**config.mk**
```make
export PLATFORM = sky130hd
export DESIGN_NAME = axi_lite_arbiter
export DESIGN_NICKNAME = d
export VERILOG_FILES = /design/src/rtl/axi_lite_arbiter.sv
export SDC_FILE = /design/constraint.sdc
export NUM_CORES = 1
export LEC_CHECK = 0
export ABC_AREA = 0
export CORE_MARGIN = 2
export CORE_UTILIZATION = 37
export CTS_CLUSTER_DIAMETER = 200
export CTS_CLUSTER_SIZE = 25
export DETAILED_ROUTE_END_ITERATION = 10
export PLACE_DENSITY = 0.77
export SLEW_MARGIN = 25
export SYNTH_ARGS = -nofsm -noshare
export SYNTH_HDL_FRONTEND = slang
export SYNTH_SLANG_ARGS = --single-unit
export TNS_END_PERCENT = 100
```
**constraint.sdc**
```tcl
create_clock -name axi_aclk -period 1.5 [get_ports axi_aclk]
set_input_delay 0.3 -clock axi_aclk [delete_from_list [all_inputs] [get_ports axi_aclk]]
set_output_delay 0.3 -clock axi_aclk [all_outputs]
set_load 0.02 [all_outputs]
```
**src/rtl/axi_lite_arbiter.sv**
```systemverilog
// Two-master to one-slave AXI-Lite arbiter with one transaction in flight at a time.
// Round-robin between ports; within a port a write request wins over a read.
module axi_lite_arbiter #(
  parameter  int DATA_WIDTH = 32,
  parameter  int ADDR_WIDTH = 8,
  parameter  int RESP_WIDTH = 3,
  localparam int STRB_WIDTH = DATA_WIDTH / 8 + 1
) (
  input  logic                  axi_aclk,
  input  logic                  axi_aresetn,
  // upstream port 0
  input  logic [ADDR_WIDTH-1:0] s0_axi_awaddr,
  input  logic                  s0_axi_awvalid,
  output logic                  s0_axi_awready,
  input  logic [DATA_WIDTH-1:0] s0_axi_wdata,
  input  logic [STRB_WIDTH-1:0] s0_axi_wstrb,
  input  logic                  s0_axi_wvalid,
  output logic                  s0_axi_wready,
  output logic [RESP_WIDTH-1:0] s0_axi_bresp,
  output logic                  s0_axi_bvalid,
  input  logic                  s0_axi_bready,
  input  logic [ADDR_WIDTH-1:0] s0_axi_araddr,
  input  logic                  s0_axi_arvalid,
  output logic                  s0_axi_arready,
  output logic [DATA_WIDTH-1:0] s0_axi_rdata,
  output logic [RESP_WIDTH-1:0] s0_axi_rresp,
  output logic                  s0_axi_rvalid,
  input  logic                  s0_axi_rready,
  // upstream port 1
  input  logic [ADDR_WIDTH-1:0] s1_axi_awaddr,
  input  logic                  s1_axi_awvalid,
  output logic                  s1_axi_awready,
  input  logic [DATA_WIDTH-1:0] s1_axi_wdata,
  input  logic [STRB_WIDTH-1:0] s1_axi_wstrb,
  input  logic                  s1_axi_wvalid,
  output logic                  s1_axi_wready,
  output logic [RESP_WIDTH-1:0] s1_axi_bresp,
  output logic                  s1_axi_bvalid,
  input  logic                  s1_axi_bready,
  input  logic [ADDR_WIDTH-1:0] s1_axi_araddr,
  input  logic                  s1_axi_arvalid,
  output logic                  s1_axi_arready,
  output logic [DATA_WIDTH-1:0] s1_axi_rdata,
  output logic [RESP_WIDTH-1:0] s1_axi_rresp,
  output logic                  s1_axi_rvalid,
  input  logic                  s1_axi_rready,
  // downstream port
  output logic [ADDR_WIDTH-1:0] m0_axi_awaddr,
  output logic                  m0_axi_awvalid,
  input  logic                  m0_axi_awready,
  output logic [DATA_WIDTH-1:0] m0_axi_wdata,
  output logic [STRB_WIDTH-1:0] m0_axi_wstrb,
  output logic                  m0_axi_wvalid,
  input  logic                  m0_axi_wready,
  input  logic [RESP_WIDTH-1:0] m0_axi_bresp,
  input  logic                  m0_axi_bvalid,
  output logic                  m0_axi_bready,
  output logic [ADDR_WIDTH-1:0] m0_axi_araddr,
  output logic                  m0_axi_arvalid,
  input  logic                  m0_axi_arready,
  input  logic [DATA_WIDTH-1:0] m0_axi_rdata,
  input  logic [RESP_WIDTH-1:0] m0_axi_rresp,
  input  logic                  m0_axi_rvalid,
  output logic                  m0_axi_rready
);

  typedef enum logic [2:0] {
    IDLE, WR_FWD, WR_RESP, WR_BACK, RD_ADDR, RD_DATA, RD_BACK
  } state_t;

  state_t state_reg, state_next;
  logic   gnt_port_reg, gnt_port_next;
  logic   last_grant_reg, last_grant_next;

  logic [1:0] awvalid_in, wvalid_in, arvalid_in, bready_in, rready_in;
  logic [1:0] req_wr, req_rd, req;
  logic       pick, pick_wr;

  logic [1:0] s_awready_reg, s_awready_next, s_wready_reg, s_wready_next;
  logic [1:0] s_arready_reg, s_arready_next;
  logic [1:0] s_bvalid_reg, s_bvalid_next, s_rvalid_reg, s_rvalid_next;
  logic [1:0][RESP_WIDTH-1:0] s_bresp_reg, s_bresp_next, s_rresp_reg, s_rresp_next;
  logic [1:0][DATA_WIDTH-1:0] s_rdata_reg, s_rdata_next;

  logic [ADDR_WIDTH-1:0] m0_awaddr_reg, m0_awaddr_next, m0_araddr_reg, m0_araddr_next;
  logic [DATA_WIDTH-1:0] m0_wdata_reg, m0_wdata_next;
  logic [STRB_WIDTH-1:0] m0_wstrb_reg, m0_wstrb_next;
  logic m0_awvalid_reg, m0_awvalid_next, m0_wvalid_reg, m0_wvalid_next;
  logic m0_bready_reg, m0_bready_next, m0_arvalid_reg, m0_arvalid_next;
  logic m0_rready_reg, m0_rready_next;
  logic aw_pending, w_pending;

  assign awvalid_in = {s1_axi_awvalid, s0_axi_awvalid};
  assign wvalid_in  = {s1_axi_wvalid,  s0_axi_wvalid};
  assign arvalid_in = {s1_axi_arvalid, s0_axi_arvalid};
  assign bready_in  = {s1_axi_bready,  s0_axi_bready};
  assign rready_in  = {s1_axi_rready,  s0_axi_rready};

  // A lone awvalid or wvalid is never treated as a write request.
  genvar gi;
  for (gi = 0; gi < 2; gi++) begin : g_req
    assign req_wr[gi] = awvalid_in[gi] & wvalid_in[gi];
    assign req_rd[gi] = arvalid_in[gi];
    assign req[gi]    = req_wr[gi] | req_rd[gi];
  end

  assign pick    = (req[0] & req[1]) ? ~last_grant_reg : req[1];
  assign pick_wr = req_wr[pick];

  assign aw_pending = m0_awvalid_reg & ~m0_axi_awready;
  assign w_pending  = m0_wvalid_reg & ~m0_axi_wready;

  always_comb begin
    state_next      = state_reg;
    gnt_port_next   = gnt_port_reg;
    last_grant_next = last_grant_reg;
    s_awready_next  = '0;
    s_wready_next   = '0;
    s_arready_next  = '0;
    s_bvalid_next   = s_bvalid_reg;
    s_rvalid_next   = s_rvalid_reg;
    s_bresp_next    = s_bresp_reg;
    s_rresp_next    = s_rresp_reg;
    s_rdata_next    = s_rdata_reg;
    m0_awaddr_next  = m0_awaddr_reg;
    m0_wdata_next   = m0_wdata_reg;
    m0_wstrb_next   = m0_wstrb_reg;
    m0_araddr_next  = m0_araddr_reg;
    m0_awvalid_next = m0_awvalid_reg;
    m0_wvalid_next  = m0_wvalid_reg;
    m0_bready_next  = m0_bready_reg;
    m0_arvalid_next = m0_arvalid_reg;
    m0_rready_next  = m0_rready_reg;
    unique case (state_reg)
      IDLE: if (|req) begin
        gnt_port_next = pick;
        if (pick_wr) begin
          state_next            = WR_FWD;
          s_awready_next[pick]  = 1'b1;
          s_wready_next[pick]   = 1'b1;
          m0_awvalid_next       = 1'b1;
          m0_wvalid_next        = 1'b1;
          m0_awaddr_next        = pick ? s1_axi_awaddr : s0_axi_awaddr;
          m0_wdata_next         = pick ? s1_axi_wdata  : s0_axi_wdata;
          m0_wstrb_next         = pick ? s1_axi_wstrb  : s0_axi_wstrb;
        end else begin
          state_next            = RD_ADDR;
          s_arready_next[pick]  = 1'b1;
          m0_arvalid_next       = 1'b1;
          m0_araddr_next        = pick ? s1_axi_araddr : s0_axi_araddr;
        end
      end
      // Address and data channels complete independently, in any order.
      WR_FWD: begin
        m0_awvalid_next = aw_pending;
        m0_wvalid_next  = w_pending;
        if (!aw_pending && !w_pending) begin
          state_next     = WR_RESP;
          m0_bready_next = 1'b1;
        end
      end
      WR_RESP: if (m0_axi_bvalid) begin
        state_next                  = WR_BACK;
        m0_bready_next              = 1'b0;
        s_bresp_next[gnt_port_reg]  = m0_axi_bresp;
        s_bvalid_next[gnt_port_reg] = 1'b1;
      end
      WR_BACK: if (bready_in[gnt_port_reg]) begin
        state_next                  = IDLE;
        s_bvalid_next[gnt_port_reg] = 1'b0;
        last_grant_next             = gnt_port_reg;
      end
      RD_ADDR: if (m0_axi_arready) begin
        state_next      = RD_DATA;
        m0_arvalid_next = 1'b0;
        m0_rready_next  = 1'b1;
      end
      RD_DATA: if (m0_axi_rvalid) begin
        state_next                  = RD_BACK;
        m0_rready_next              = 1'b0;
        s_rdata_next[gnt_port_reg]  = m0_axi_rdata;
        s_rresp_next[gnt_port_reg]  = m0_axi_rresp;
        s_rvalid_next[gnt_port_reg] = 1'b1;
      end
      RD_BACK: if (rready_in[gnt_port_reg]) begin
        state_next                  = IDLE;
        s_rvalid_next[gnt_port_reg] = 1'b0;
        last_grant_next             = gnt_port_reg;
      end
      default: state_next = IDLE;
    endcase
  end

  always_ff @(posedge axi_aclk) begin
    if (!axi_aresetn) begin
      state_reg      <= IDLE;
      gnt_port_reg   <= 1'b0;
      last_grant_reg <= 1'b1;
      s_awready_reg  <= '0;
      s_wready_reg   <= '0;
      s_arready_reg  <= '0;
      s_bvalid_reg   <= '0;
      s_rvalid_reg   <= '0;
      s_bresp_reg    <= '0;
      s_rresp_reg    <= '0;
      s_rdata_reg    <= '0;
      m0_awaddr_reg  <= '0;
      m0_wdata_reg   <= '0;
      m0_wstrb_reg   <= '0;
      m0_araddr_reg  <= '0;
      m0_awvalid_reg <= 1'b0;
      m0_wvalid_reg  <= 1'b0;
      m0_bready_reg  <= 1'b0;
      m0_arvalid_reg <= 1'b0;
      m0_rready_reg  <= 1'b0;
    end else begin
      state_reg      <= state_next;
      gnt_port_reg   <= gnt_port_next;
      last_grant_reg <= last_grant_next;
      s_awready_reg  <= s_awready_next;
      s_wready_reg   <= s_wready_next;
      s_arready_reg  <= s_arready_next;
      s_bvalid_reg   <= s_bvalid_next;
      s_rvalid_reg   <= s_rvalid_next;
      s_bresp_reg    <= s_bresp_next;
      s_rresp_reg    <= s_rresp_next;
      s_rdata_reg    <= s_rdata_next;
      m0_awaddr_reg  <= m0_awaddr_next;
      m0_wdata_reg   <= m0_wdata_next;
      m0_wstrb_reg   <= m0_wstrb_next;
      m0_araddr_reg  <= m0_araddr_next;
      m0_awvalid_reg <= m0_awvalid_next;
      m0_wvalid_reg  <= m0_wvalid_next;
      m0_bready_reg  <= m0_bready_next;
      m0_arvalid_reg <= m0_arvalid_next;
      m0_rready_reg  <= m0_rready_next;
    end
  end

  assign s0_axi_awready = s_awready_reg[0];
  assign s1_axi_awready = s_awready_reg[1];
  assign s0_axi_wready  = s_wready_reg[0];
  assign s1_axi_wready  = s_wready_reg[1];
  assign s0_axi_arready = s_arready_reg[0];
  assign s1_axi_arready = s_arready_reg[1];
  assign s0_axi_bvalid  = s_bvalid_reg[0];
  assign s1_axi_bvalid  = s_bvalid_reg[1];
  assign s0_axi_bresp   = s_bresp_reg[0];
  assign s1_axi_bresp   = s_bresp_reg[1];
  assign s0_axi_rvalid  = s_rvalid_reg[0];
  assign s1_axi_rvalid  = s_rvalid_reg[1];
  assign s0_axi_rdata   = s_rdata_reg[0];
  assign s1_axi_rdata   = s_rdata_reg[1];
  assign s0_axi_rresp   = s_rresp_reg[0];
  assign s1_axi_rresp   = s_rresp_reg[1];

  assign m0_axi_awaddr  = m0_awaddr_reg;
  assign m0_axi_awvalid = m0_awvalid_reg;
  assign m0_axi_wdata   = m0_wdata_reg;
  assign m0_axi_wstrb   = m0_wstrb_reg;
  assign m0_axi_wvalid  = m0_wvalid_reg;
  assign m0_axi_bready  = m0_bready_reg;
  assign m0_axi_araddr  = m0_araddr_reg;
  assign m0_axi_arvalid = m0_arvalid_reg;
  assign m0_axi_rready  = m0_rready_reg;

endmodule

```
**Word-level counts from Yosys, hierarchy flattened**

Index checks and enable logic that the tools add are counted.

- Register bits: 147
- Input bits: 161
- Output and inout port bits: 144
- Logic and storage cells: 143

- Order comparisons: 4
- Equality and inequality tests: 15
- Mux-type cells: 54
- Bitwise operators: 19
- Reductions and logical operators: 29

Operator list:

| kind | count |
|---|---|
| bitwise mux 64 bit | 1 |
| 2-to-1 mux 32 bit | 2 |
| demux 32 bit (select 1 bit) | 1 |
| 2-to-1 mux 3 bit | 9 |
| AND reduction 3 bit | 8 |
| one-hot mux 3 bit (7 select lines) | 1 |
| 2-to-1 mux 1 bit | 20 |
| != test 2 bit, second input constant | 9 |
| 2-to-1 mux 8 bit | 2 |
| nonzero test 2 bit | 7 |
| bitwise mux 6 bit | 2 |
| one-hot mux 1 bit (2 select lines) | 6 |
| == test 3 bit, second input constant | 3 |
| 2-to-1 mux 2 bit | 4 |
| one-hot mux 2 bit (2 select lines) | 2 |
| AND reduction 4 bit | 2 |
| NOT 1 bit | 7 |
| AND reduction 7 bit | 1 |
| == test 3 x 2 -> 1 bit, second input constant | 2 |
| AND reduction 2 bit | 3 |
| AND 1 bit | 5 |
| 2-to-1 mux 5 bit | 1 |
| AND 2 bit | 2 |
| < comparator 1 x 2 -> 1 bit, second input constant | 2 |
| 12 further kinds | 19 |

**Depth between registers and ports, before layout**

Gate-level depths: netlist (run 1).

- Depth after elaboration: 9
- Mapped depth: 7
- Gate-level depth less buffers: 4

**Worst setup path before layout (run 1)**

Ideal clock, no wire load.

- Path type: reg-to-reg
- Start point: register state_reg[0]
- End point: register s_rdata_reg (netlist bit s1_axi_rdata[6])
- Data arrival time: 1.341 ns
- Slack: 0.025 ns
- Cell stages (with the launch flop): 8
- Path buffers: 3
- Period minus slack after synthesis: 1.475 ns
- Cells stage by stage: dfxtp_1 > buf_4 > nand2b_2 > or3_1 > buf_2 > buf_2 > nand2_1 > a21oi_1

- Longest elaborated chain between the ends: 2

Ends and longest elaborated chain:

| item | line | text |
|---|---|---|
| from (decl) | 71 | `state_t state_reg, state_next;` |
| from (signal assigned) | 217 | `state_reg <= state_next;` |
| == test 3 bit | 134 | `unique case (state_reg)` |
| AND reduction 2 bit (no source line) | n/a |  |
| to (signal assigned) | 227 | `s_rdata_reg <= s_rdata_next;` |
| to (decl) | 83 | `logic [1:0][DATA_WIDTH-1:0] s_rdata_reg, s_rdata_next;` |

No other way between the ends.
A chain may end at the register's enable or synchronous reset.

**Worst setup path after layout (run 1)**

- Start point: register state_reg[2]
- End point: register s_rdata_reg (netlist bit s0_axi_rdata[17])

The elaborated chain is that of the path after synthesis.

==> results of run 1 <==
[through the flow]
stage	setup TNS, ps	hold slack [ps]	setup slack [ps]	total power, W
2_1_floorplan	0	413	25.4	0.00815
3_3_place_gp	-44780	441	-454	0.0111
3_5_place_dp	-47500	446	-503	0.0112
4_1_cts	-201	431	-51.6	0.0160
5_1_grt	-9750	445	-175	0.0179
6_report	-3670	447	-120	0.0172
[logic make-up after synthesis]
| family | after synthesis | share of synthesized area (%) |
|---|---|---|
| flip-flops | 147 | 47.3 |
| multiplexers | 8 | 1.29 |
| AO/OA/AOI/OAI | 223 | 24.9 |
| buffers and inverters | 79 | 6.93 |
| AND/OR/NAND/NOR | 289 | 19.7 |
[worst register-to-register path, cell delays in order (launching register included)]
cell	delay (ps)
dfxtp_4	380
buf_4	120
buf_4	110
nand2_4	60
buf_6	130
nor3_4	190
buf_12	170
clkbuf_16	160
nand2_1	70
a21oi_1	150
[what timing repair did]
action                                  CTS  global route
hold endpoints to repair                  0             0
endpoints found under the setup margin  268           128
resized for setup                       182           104
setup buffers                            10            11
pin swaps                                13            48
cloned                                    5            13
[power by group through the flow]
stage / clock, W / sequential (W) / combinational, W
after CTS: 0.00437 / 0.00486 / 0.00682
after global placement: 0 / 0.00493 / 0.00622
after global routing: 0.00456 / 0.00497 / 0.00839
after detailed placement: 0 / 0.00494 / 0.00629
final: 0.00434 / 0.00490 / 0.00797
after floorplan: 0 / 0.00550 / 0.00264
[metal layers]
layer	routed length, um	up-vias	part of all wire [%]	GRT usage, %
met5	0	-	0	0
met3	2400	65	9.5	8.60
met4	924	0	3.7	9.04
li1	-	3380	-	-
met2	12700	391	50	41.7
met1	9210	3419	37	28.8
[final cells by class]
class	count	area share (%)
Clock buffer	17	3.71
Tap cell	220	2.40
Timing Repair Buffer	411	37.1
Sequential cell	147	25.8
Clock inverter	15	1.48
Multi-Input combinational cell	520	29.4
Inverter	5	0.186
[cells in the final DEF (no fill, tap or decap), types with 4 or more instances in the layout]
cell / synthesis / layout
nand2_1: 249 / 238
clkdlybuf4s50_1: 0 / 155
dfxtp_1: 147 / 142
dlygate4sd2_1: 0 / 142
buf_4: 13 / 52
a21oi_1: 75 / 49
a31oi_1: 57 / 43
a311oi_1: 46 / 42
a21oi_2: 1 / 25
clkbuf_16: 0 / 25
buf_12: 0 / 19
buf_6: 5 / 17
a311oi_2: 8 / 12
nand2_2: 1 / 9
nor2_1: 9 / 9
a31oi_2: 0 / 7
a31oi_4: 0 / 7
buf_8: 0 / 6
and3_1: 6 / 5
mux2i_1: 8 / 5
clkinvlp_4: 0 / 5
inv_6: 0 / 5
clkdlybuf4s15_1: 0 / 5
nor2b_1: 7 / 4
o21a_1: 4 / 4
buf_16: 0 / 4
[path summary, 6_finish.rpt]
kind | start | endpoint | slack (ps) | cells after the start
hold / removal | s0_axi_wdata[22] | m0_axi_wdata[22] | 450 | 3
hold reg to reg | s1_axi_rdata[13] | s1_axi_rdata[13] | 450 | 2
setup reg to reg | state_reg[2] | s0_axi_rdata[17] | -120 | 9
setup / recovery | state_reg[2] | s0_axi_rdata[17] | -120 | 9
==> metrics, run 1 <==
status=complete, but fails checks; failing checks=setup timing; overall routing resource usage=24.6%; n_diodes=0; slowest stage delay, CP=380 ps; CTS tree=done; CP max-delay cell=dfxtp_4; Net Sw Frac=36.1%; Post-Layout Cell Count=1335; Die ar.=17900 um2; CORE AREA=16500 um2; GPL Wtd Cong=0.849; crit path max fanout=7; Setup-failing EPs final=90; cell row count=47; wire per inst=18.9 um; vias per cell=5.43; Clock power frac=25.2%; CP required=1840 ps; vias in the first global route=6551; register area share after synthesis=47.3%; Tmin final=1620 ps; Synth top cells by count=nand2_1, dfxtp_1, a21oi_1; cell mode on critical path=buf_4; Hold Path Class=in2reg; Final Util=69.4%; Fin Clk Skew=8.32 ps; Synth Net Count=907; startpoint types=register; ratio of final minimum period to clock period=108%; Final WS setup=-120 ps; area leader, netlist=dfxtp_1; First-pass DRT Iterations=4; max-slew violation count=0; Max Fclk=0.617 GHz; P_leak=4.78 nW; RSZ-0062 raised after global routing=true; PortBufs=304; most frequent cell after synthesis=nand2_1; area of the multi-input gates=3370 um2; IO Count=305; Layout fillers=1280; Yosys Warn Count=0; power density cells=1500 nW/um2; NetSw=0.00622 W; initial core utilization=37.7%; register bit total from synthesis=147; Worst VDD drop=865 uV; slew margin rel.=77.2%; Worst Path Arrival=1960 ps; via count=7255; Mapped Area=6230 um2; Comb power frac=46.3%; Post-synth top flop=dfxtp_1; largest net degree at the start of global routing=51; worst skew pair latency=420 ps; Worst-path clk slew=70 ps; Mapped Cells=746; Die W=134 um; Area contributors post-synth=dfxtp_1, nand2_1, a311oi_1; die height=134 um; fin nets=1263; design area=11500 um2; DRT Wirelength=25.2 mm; initial antenna violation count=0; slew at the pin closest to its max-slew limit=342 ps; register area=2950 um2; CTS max path bufs=2; DP HPWL=15.7 mm; area delta synth->final=84.1%; internal power=0.0110 W; Synth cell types=49; CP endpoint kind=register; final hold viol count=0; DP Area=9920 um2; ys async rst share=0%; gr ovfl total=0; H-tree depth=4; MaxCap Viol Count=0; layout cell share with drive strength beyond 1=22.0%; critical-path cell list=buf_4 -> buf_4 -> nand2_4 -> buf_6 -> nor3_4 -> buf_12 -> clkbuf_16 -> nand2_1 -> a21oi_1; CP bufs+invs=5; Residual DRC=0; TritonCTS Buffers=17; critical path class=reg2reg; Clock Sinks=147; Inst Count DP=1268; clk root buf=clkbuf_16; top-area cell type share of the netlist area=47.3%; Seq pwr share=28.5%; global-route wire length before repair=34.7 mm; Crit path max-delay family=buffers and inverters; number of synthesized flops with an enable pin=0; ANT nets after route=0; Mapped Avg Cell Area=8.35 um2; initial drt markers=445; hold buffers post-CTS=0
Note: power is estimated with default switching activity, not from simulation.
==> inputs of run 2 (changes only) <==
--- a/config.mk
+++ b/config.mk
@@ -6,12 +6,13 @@
 export NUM_CORES = 1
 export LEC_CHECK = 0
 export ABC_AREA = 0
-export CORE_MARGIN = 2
+export CORE_MARGIN = 5
 export CORE_UTILIZATION = 37
 export CTS_CLUSTER_DIAMETER = 200
 export CTS_CLUSTER_SIZE = 25
 export DETAILED_ROUTE_END_ITERATION = 10
 export PLACE_DENSITY = 0.77
+export SKIP_LAST_GASP = 1
 export SLEW_MARGIN = 25
 export SYNTH_ARGS = -nofsm -noshare
 export SYNTH_HDL_FRONTEND = slang
==> run 2 against run 1 <==
  * The flow still finishes with violations (setup timing)
  * Fmax increased by 1.6%
  * Die area grew 9.2%
  * First-iteration DRC count decreased by 25%
  * Design area shrank 5.7%
  * Largest cell class unchanged
  * Wire length down 3.1%
  * Register-to-register slack better by 30 ps
  * Critical endpoint is now m0_axi_wstrb[4]
  * Power fell by 7.3%
==> metrics, run 2 (synthesis results as in run 1) <==
RR Endpoint=m0_axi_wstrb[4] (was s0_axi_rdata[17]); CP required=1800 ps (was 1840 ps); initial core utilization=37.7% (unchanged); TritonCTS Buffers=17 (unchanged); slew at the pin closest to its max-slew limit=372 ps (was 342 ps); vias in the first global route=6465 (was 6551); Worst VDD drop=1020 uV (was 865 uV); Max Fclk=0.627 GHz (was 0.617 GHz); Tmin final=1590 ps (was 1620 ps); via count=6974 (was 7255); ratio of final minimum period to clock period=106% (was 108%); First-pass DRT Iterations=5 (was 4); Die ar.=19500 um2 (was 17900 um2); Die W=140 um (was 134 um); Hold Path Class=in2reg (unchanged); Fin Clk Skew=7.85 ps (was 8.32 ps); RSZ-0062 raised after global routing=true (unchanged); CORE AREA=16500 um2 (unchanged); ANT nets after route=0 (unchanged); area delta synth->final=73.7% (was 84.1%); clk root buf=clkbuf_16 (unchanged); power density cells=1480 nW/um2 (was 1500 nW/um2); PortBufs=304 (unchanged); Final WS setup=-94.4 ps (was -120 ps); gr ovfl total=0 (unchanged); largest net degree at the start of global routing=79 (was 51); MaxCap Viol Count=0 (unchanged); hold slack=443 ps (was 447 ps); overall routing resource usage=21.9% (was 24.6%); Worst Path Arrival=1900 ps (was 1960 ps); DP HPWL=16.0 mm (was 15.7 mm); worst skew pair latency=430 ps (was 420 ps); global-route wire length before repair=34.4 mm (was 34.7 mm); Residual DRC=0 (unchanged); startpoint types=register (unchanged); Setup-failing EPs final=60 (was 90); final hold viol count=0 (unchanged); most frequent cells in the layout=nand2_1, clkdlybuf4s50_1, dlygate4sd2_1 (was nand2_1, clkdlybuf4s50_1, dfxtp_1, dlygate4sd2_1, buf_4); area of the multi-input gates=3000 um2 (was 3370 um2); hold buffers post-CTS=0 (unchanged); initial antenna violation count=2 (was 0); DRT Wirelength=24.4 mm (was 25.2 mm); cell row count=47 (unchanged); status=complete, but fails checks (unchanged); P_leak=4.58 nW (was 4.78 nW); Worst-path clk slew=70 ps (about the same); critical path launch point=state_reg[1] (was state_reg[2]); initial drt markers=333 (was 445); crit path max fanout=7 (unchanged); register area=2960 um2 (was 2950 um2); die height=140 um (was 134 um); max-slew violation count=0 (unchanged); Worst R2R Path Depth=6 (was 9); critical path capture point=m0_axi_wstrb[4] (was s0_axi_rdata[17]); commonest non-fill, non-tap cell in the layout=nand2_1 (unchanged); CTS tree=done (unchanged); total power=0.0160 W (was 0.0172 W); IO Count=305 (unchanged); Layout fillers=1432 (was 1280); CTS max path bufs=2 (unchanged); Final Util=65.4% (was 69.4%); layout cell share with drive strength beyond 1=14.8% (was 22.0%); fin nets=1239 (was 1263); slew margin rel.=75.2% (was 77.2%); Clock Sinks=147 (unchanged); worst reg2reg setup slack=-90 ps (was -120 ps); GPL Wtd Cong=0.828 (was 0.849); CP endpoint kind=register (unchanged); critical path class=reg2reg (unchanged); vias per cell=5.31 (was 5.43); H-tree depth=4 (unchanged); FF-to-FF Start=state_reg[1] (was state_reg[2]); wire per inst=18.6 um (was 18.9 um); failing checks=setup timing (unchanged)
-- run 2: cell count changes in the layout (fill, tap and decap cells not counted), sizes merged --
cell,previous run,this run
diode,0,2
clkinvlp,5,2
dlymetal6s2s,0,1
clkdlybuf4s15,5,2
clkinv,2,1
inv,11,14
clkdlybuf4s50,155,153
clkbuf,27,26
dlygate4sd2,142,148
bufbuf,1,2
buf,98,73
-- run 2: worst min path at each step --
| stage | startpoint | to | slack (ps) | depth (start not counted) |
|---|---|---|---|---|
| global route | s1_axi_awaddr[6] | m0_axi_awaddr[6] | 440 | 3 |
| global placement | s1_axi_rdata[7] | s1_axi_rdata[7] | 440 | 2 |
| CTS | s0_axi_wdata[27] | m0_axi_wdata[27] | 420 | 3 |
| finish | s0_axi_wdata[27] | m0_axi_wdata[27] | 440 | 3 |
| detailed placement | s0_axi_rdata[29] | s0_axi_rdata[29] | 450 | 2 |
| floorplan | m0_axi_bvalid | m0_axi_bready | 410 | 1 |
-- run 2: final cells by class --
type / count / share of cell area, %
antenna: 2 / 0.0463
clock buffer: 18 / 4.06
clock inverter: 14 / 1.52
inverter: 5 / 0.197
multi-input combinational: 520 / 27.7
sequential: 147 / 27.3
tap: 220 / 2.55
timing repair buffer: 387 / 36.6
-- run 2: power by group --
part / internal (W) / switching, W / leakage (nW)
Sequential: 0.00452 / 0.000373 / 1.20
Clock: 0.00255 / 0.00185 / 0.293
Combinational: 0.00318 / 0.00348 / 3.09
Total: 0.0103 / 0.00570 / 4.58
-- run 2: metal layers --
metal	up-vias	GRT usage (%)	part of all wire, %
met4	0	9.13	2.8
li1	3319	-	-
met3	48	7.82	9.0
met5	-	0	0
met1	3270	25.2	38
met2	337	36.8	50
-- run 2: worst max-delay path: stages (launching register included) --
cell       delay, ps
dfxtp_2          330
buf_6            130
nor3_4           260
buf_12           160
and3_4           300
clkbuf_16        200
a311oi_2          90
-- run 2: repair_timing --
action                                 in CTS  in global routing
setup buffers                               3                  6
endpoints found under the hold margin       0                  0
pin swaps                                   4                 10
setup endpoints to repair                 277                 84
gates resized for setup                   168                 22
cloned                                      4                  9
-- run 2: metrics by stage --
step           area, um2  setup WS, ps  setup TNS, ps  instances
2_1_floorplan       6230          25.4              0        746
3_3_place_gp        9840          -491         -46260       1258
3_5_place_dp        9840          -521         -48690       1258
4_1_cts            10400         -28.3           -167       1296
5_1_grt            10800          -138          -6880       1313
6_report           10800         -94.4          -3080       1313
==> inputs of run 3 (changes only) <==
--- a/config.mk
+++ b/config.mk
@@ -8,11 +8,10 @@
 export ABC_AREA = 0
 export CORE_MARGIN = 5
 export CORE_UTILIZATION = 37
-export CTS_CLUSTER_DIAMETER = 200
 export CTS_CLUSTER_SIZE = 25
 export DETAILED_ROUTE_END_ITERATION = 10
 export PLACE_DENSITY = 0.77
-export SKIP_LAST_GASP = 1
+export RECOVER_POWER = 25
 export SLEW_MARGIN = 25
 export SYNTH_ARGS = -nofsm -noshare
 export SYNTH_HDL_FRONTEND = slang
==> run 3 against run 2 <==
  * The run still ends with setup timing left
  * Combinational power rose by 3%
  * Clock-buffer cell count did not move
  * Fmax fell by 0.76%
  * Power rose by 1.3%
  * Clock skew barely moved
  * Cell count barely moved
  * Sequential share of layout area fell by 0.085 points
  * Highest routed layer unchanged
  * Non-clock buffer count rose by 1
  * Largest cell class unchanged
==> metrics, run 3 (synthesis results as in run 1) <==
Inst Count DP=1258 (unchanged); worst skew pair latency=430 ps (about the same); Max Fclk=0.622 GHz (was 0.627 GHz); CTS tree=done (unchanged); Clock Sinks=147 (unchanged); design area=10800 um2 (about the same); Die ar.=19500 um2 (unchanged); IO Count=305 (unchanged); ratio of final minimum period to clock period=107% (was 106%); GPL Wtd Cong=0.828 (unchanged); layout cell share with drive strength beyond 1=14.9% (was 14.8%); routing usage on met3=7.82% (unchanged); slew at the pin closest to its max-slew limit=372 ps (about the same); min-delay src=s0_axi_wdata[27] (unchanged); largest net degree at the start of global routing=79 (unchanged); Fin Clk Skew=7.61 ps (was 7.85 ps); met2 Use GR=36.9% (was 36.8%); wire per inst=18.8 um (was 18.6 um); DP Area=9840 um2 (unchanged); area delta synth->final=74.2% (was 73.7%); clk root buf=clkbuf_16 (unchanged); hold endpoint=m0_axi_wdata[27] (unchanged); P_leak=4.60 nW (was 4.58 nW); worst reg2reg setup slack=-110 ps (was -90 ps); Die W=140 um (unchanged); hold buffers post-CTS=0 (unchanged); Setup-failing EPs final=59 (was 60); gr ovfl total=0 (unchanged); RSZ-0062 raised after global routing=true (unchanged); hold slack=438 ps (was 443 ps); status=complete, but fails checks (unchanged); Final WS setup=-107 ps (was -94.4 ps); via count=7002 (was 6974); most frequent cells in the layout=nand2_1, clkdlybuf4s50_1, dlygate4sd2_1 (unchanged); hold depth=3 (unchanged); H-tree depth=4 (unchanged); die height=140 um (unchanged); FF-to-FF Start=state_reg[1] (unchanged); fin nets=1240 (was 1239); Residual DRC=0 (unchanged); Worst R2R Path Depth=6 (unchanged); Post-Layout Cell Count=1314 (was 1313); cell row count=47 (unchanged); global-route wire length before repair=34.4 mm (about the same); CP required=1810 ps (was 1800 ps); Tmin final=1610 ps (was 1590 ps); crit path max fanout=7 (unchanged); max-slew violation count=0 (unchanged); DP HPWL=16.0 mm (unchanged); First-pass DRT Iterations=5 (unchanged); vias per cell=5.33 (was 5.31); commonest non-fill, non-tap cell in the layout=nand2_1 (unchanged); CP endpoint kind=register (unchanged); CORE AREA=16500 um2 (unchanged); initial core utilization=37.7% (unchanged); CTS max path bufs=2 (unchanged); ANT nets after route=0 (unchanged); failing checks=setup timing (unchanged); Worst VDD drop=1020 uV (about the same); vias in the first global route=6472 (was 6465); busiest grt layer=met2 (unchanged); startpoint types=register (unchanged); slew margin rel.=75.2% (about the same); DRT Wirelength=24.7 mm (was 24.4 mm); TritonCTS Buffers=17 (unchanged); Setup TNS Final=-3820 ps (was -3080 ps); initial drt markers=322 (was 333); initial antenna violation count=2 (unchanged); PortBufs=304 (unchanged); Worst Path Arrival=1910 ps (was 1900 ps); power density cells=1490 nW/um2 (was 1480 nW/um2); final hold viol count=0 (unchanged); RR Endpoint=m0_axi_wstrb[4] (unchanged); Hold Path Class=in2reg (unchanged); Worst-path clk slew=70 ps (about the same); critical path class=reg2reg (unchanged); overall routing resource usage=21.9% (about the same); MaxCap Viol Count=0 (unchanged); met1 Resource Use GR=25.2% (about the same); Final Util=65.6% (was 65.4%)
run 3: worst max path at each step:
stage	from	cells past startpoint	to	slack [ps]
global placement	s0_axi_wvalid	6	m0_axi_wdata[16]	-490
global route	state_reg[1]	6	m0_axi_wstrb[4]	-150
finish	state_reg[1]	6	m0_axi_wstrb[4]	-110
detailed placement	s0_axi_wvalid	6	m0_axi_wstrb[4]	-520
floorplan	state_reg[0]	7	s1_axi_rdata[6]	30
CTS	state_reg[1]	6	m0_axi_wstrb[4]	-20
run 3: power breakdown:
part	internal, W	total, W	switching, W
clock network	0.00255	0.00442	0.00186
registers	0.00452	0.00489	0.000375
logic	0.00329	0.00686	0.00356
run 3: timing repair:
item | in CTS | in global routing
hold endpoints to repair | 0 | 0
pin swaps | 13 | 9
cloned | 4 | 10
setup buffers | 3 | 6
setup endpoints to repair | 277 | 84
resized for setup | 168 | 23
run 3: cell type report:
class / instances / area, um2
inverters: 5 / 21.3
repair buffers: 388 / 3980
clock inverters: 14 / 164
flip-flops and latches: 147 / 2960
diodes: 2 / 5.00
fillers: 1426 / 5680
multi-input cells: 520 / 3010
clock buffers: 18 / 439
well taps: 220 / 275
run 3: through the flow:
step | setup WS (ps) | total power, W
global route | -147 | 0.0168
global placement | -491 | 0.0110
floorplan | 25.4 | 0.00815
CTS | -19.7 | 0.0154
detailed placement | -521 | 0.0111
finish | -107 | 0.0162
run 3: critical path, stage by stage, from the launching register on:
cell,delay [ps]
dfxtp_2,330
buf_6,130
nor3_4,260
buf_12,170
and3_4,300
clkbuf_16,200
a311oi_2,90
run 3: metal layers:
metal	part of all wire [%]	vias up	routed length, um
li1	-	3324	-
met1	38	3289	9360
met2	50	337	12300
met3	9.3	52	2290
met4	3.0	0	742
met5	0	-	0
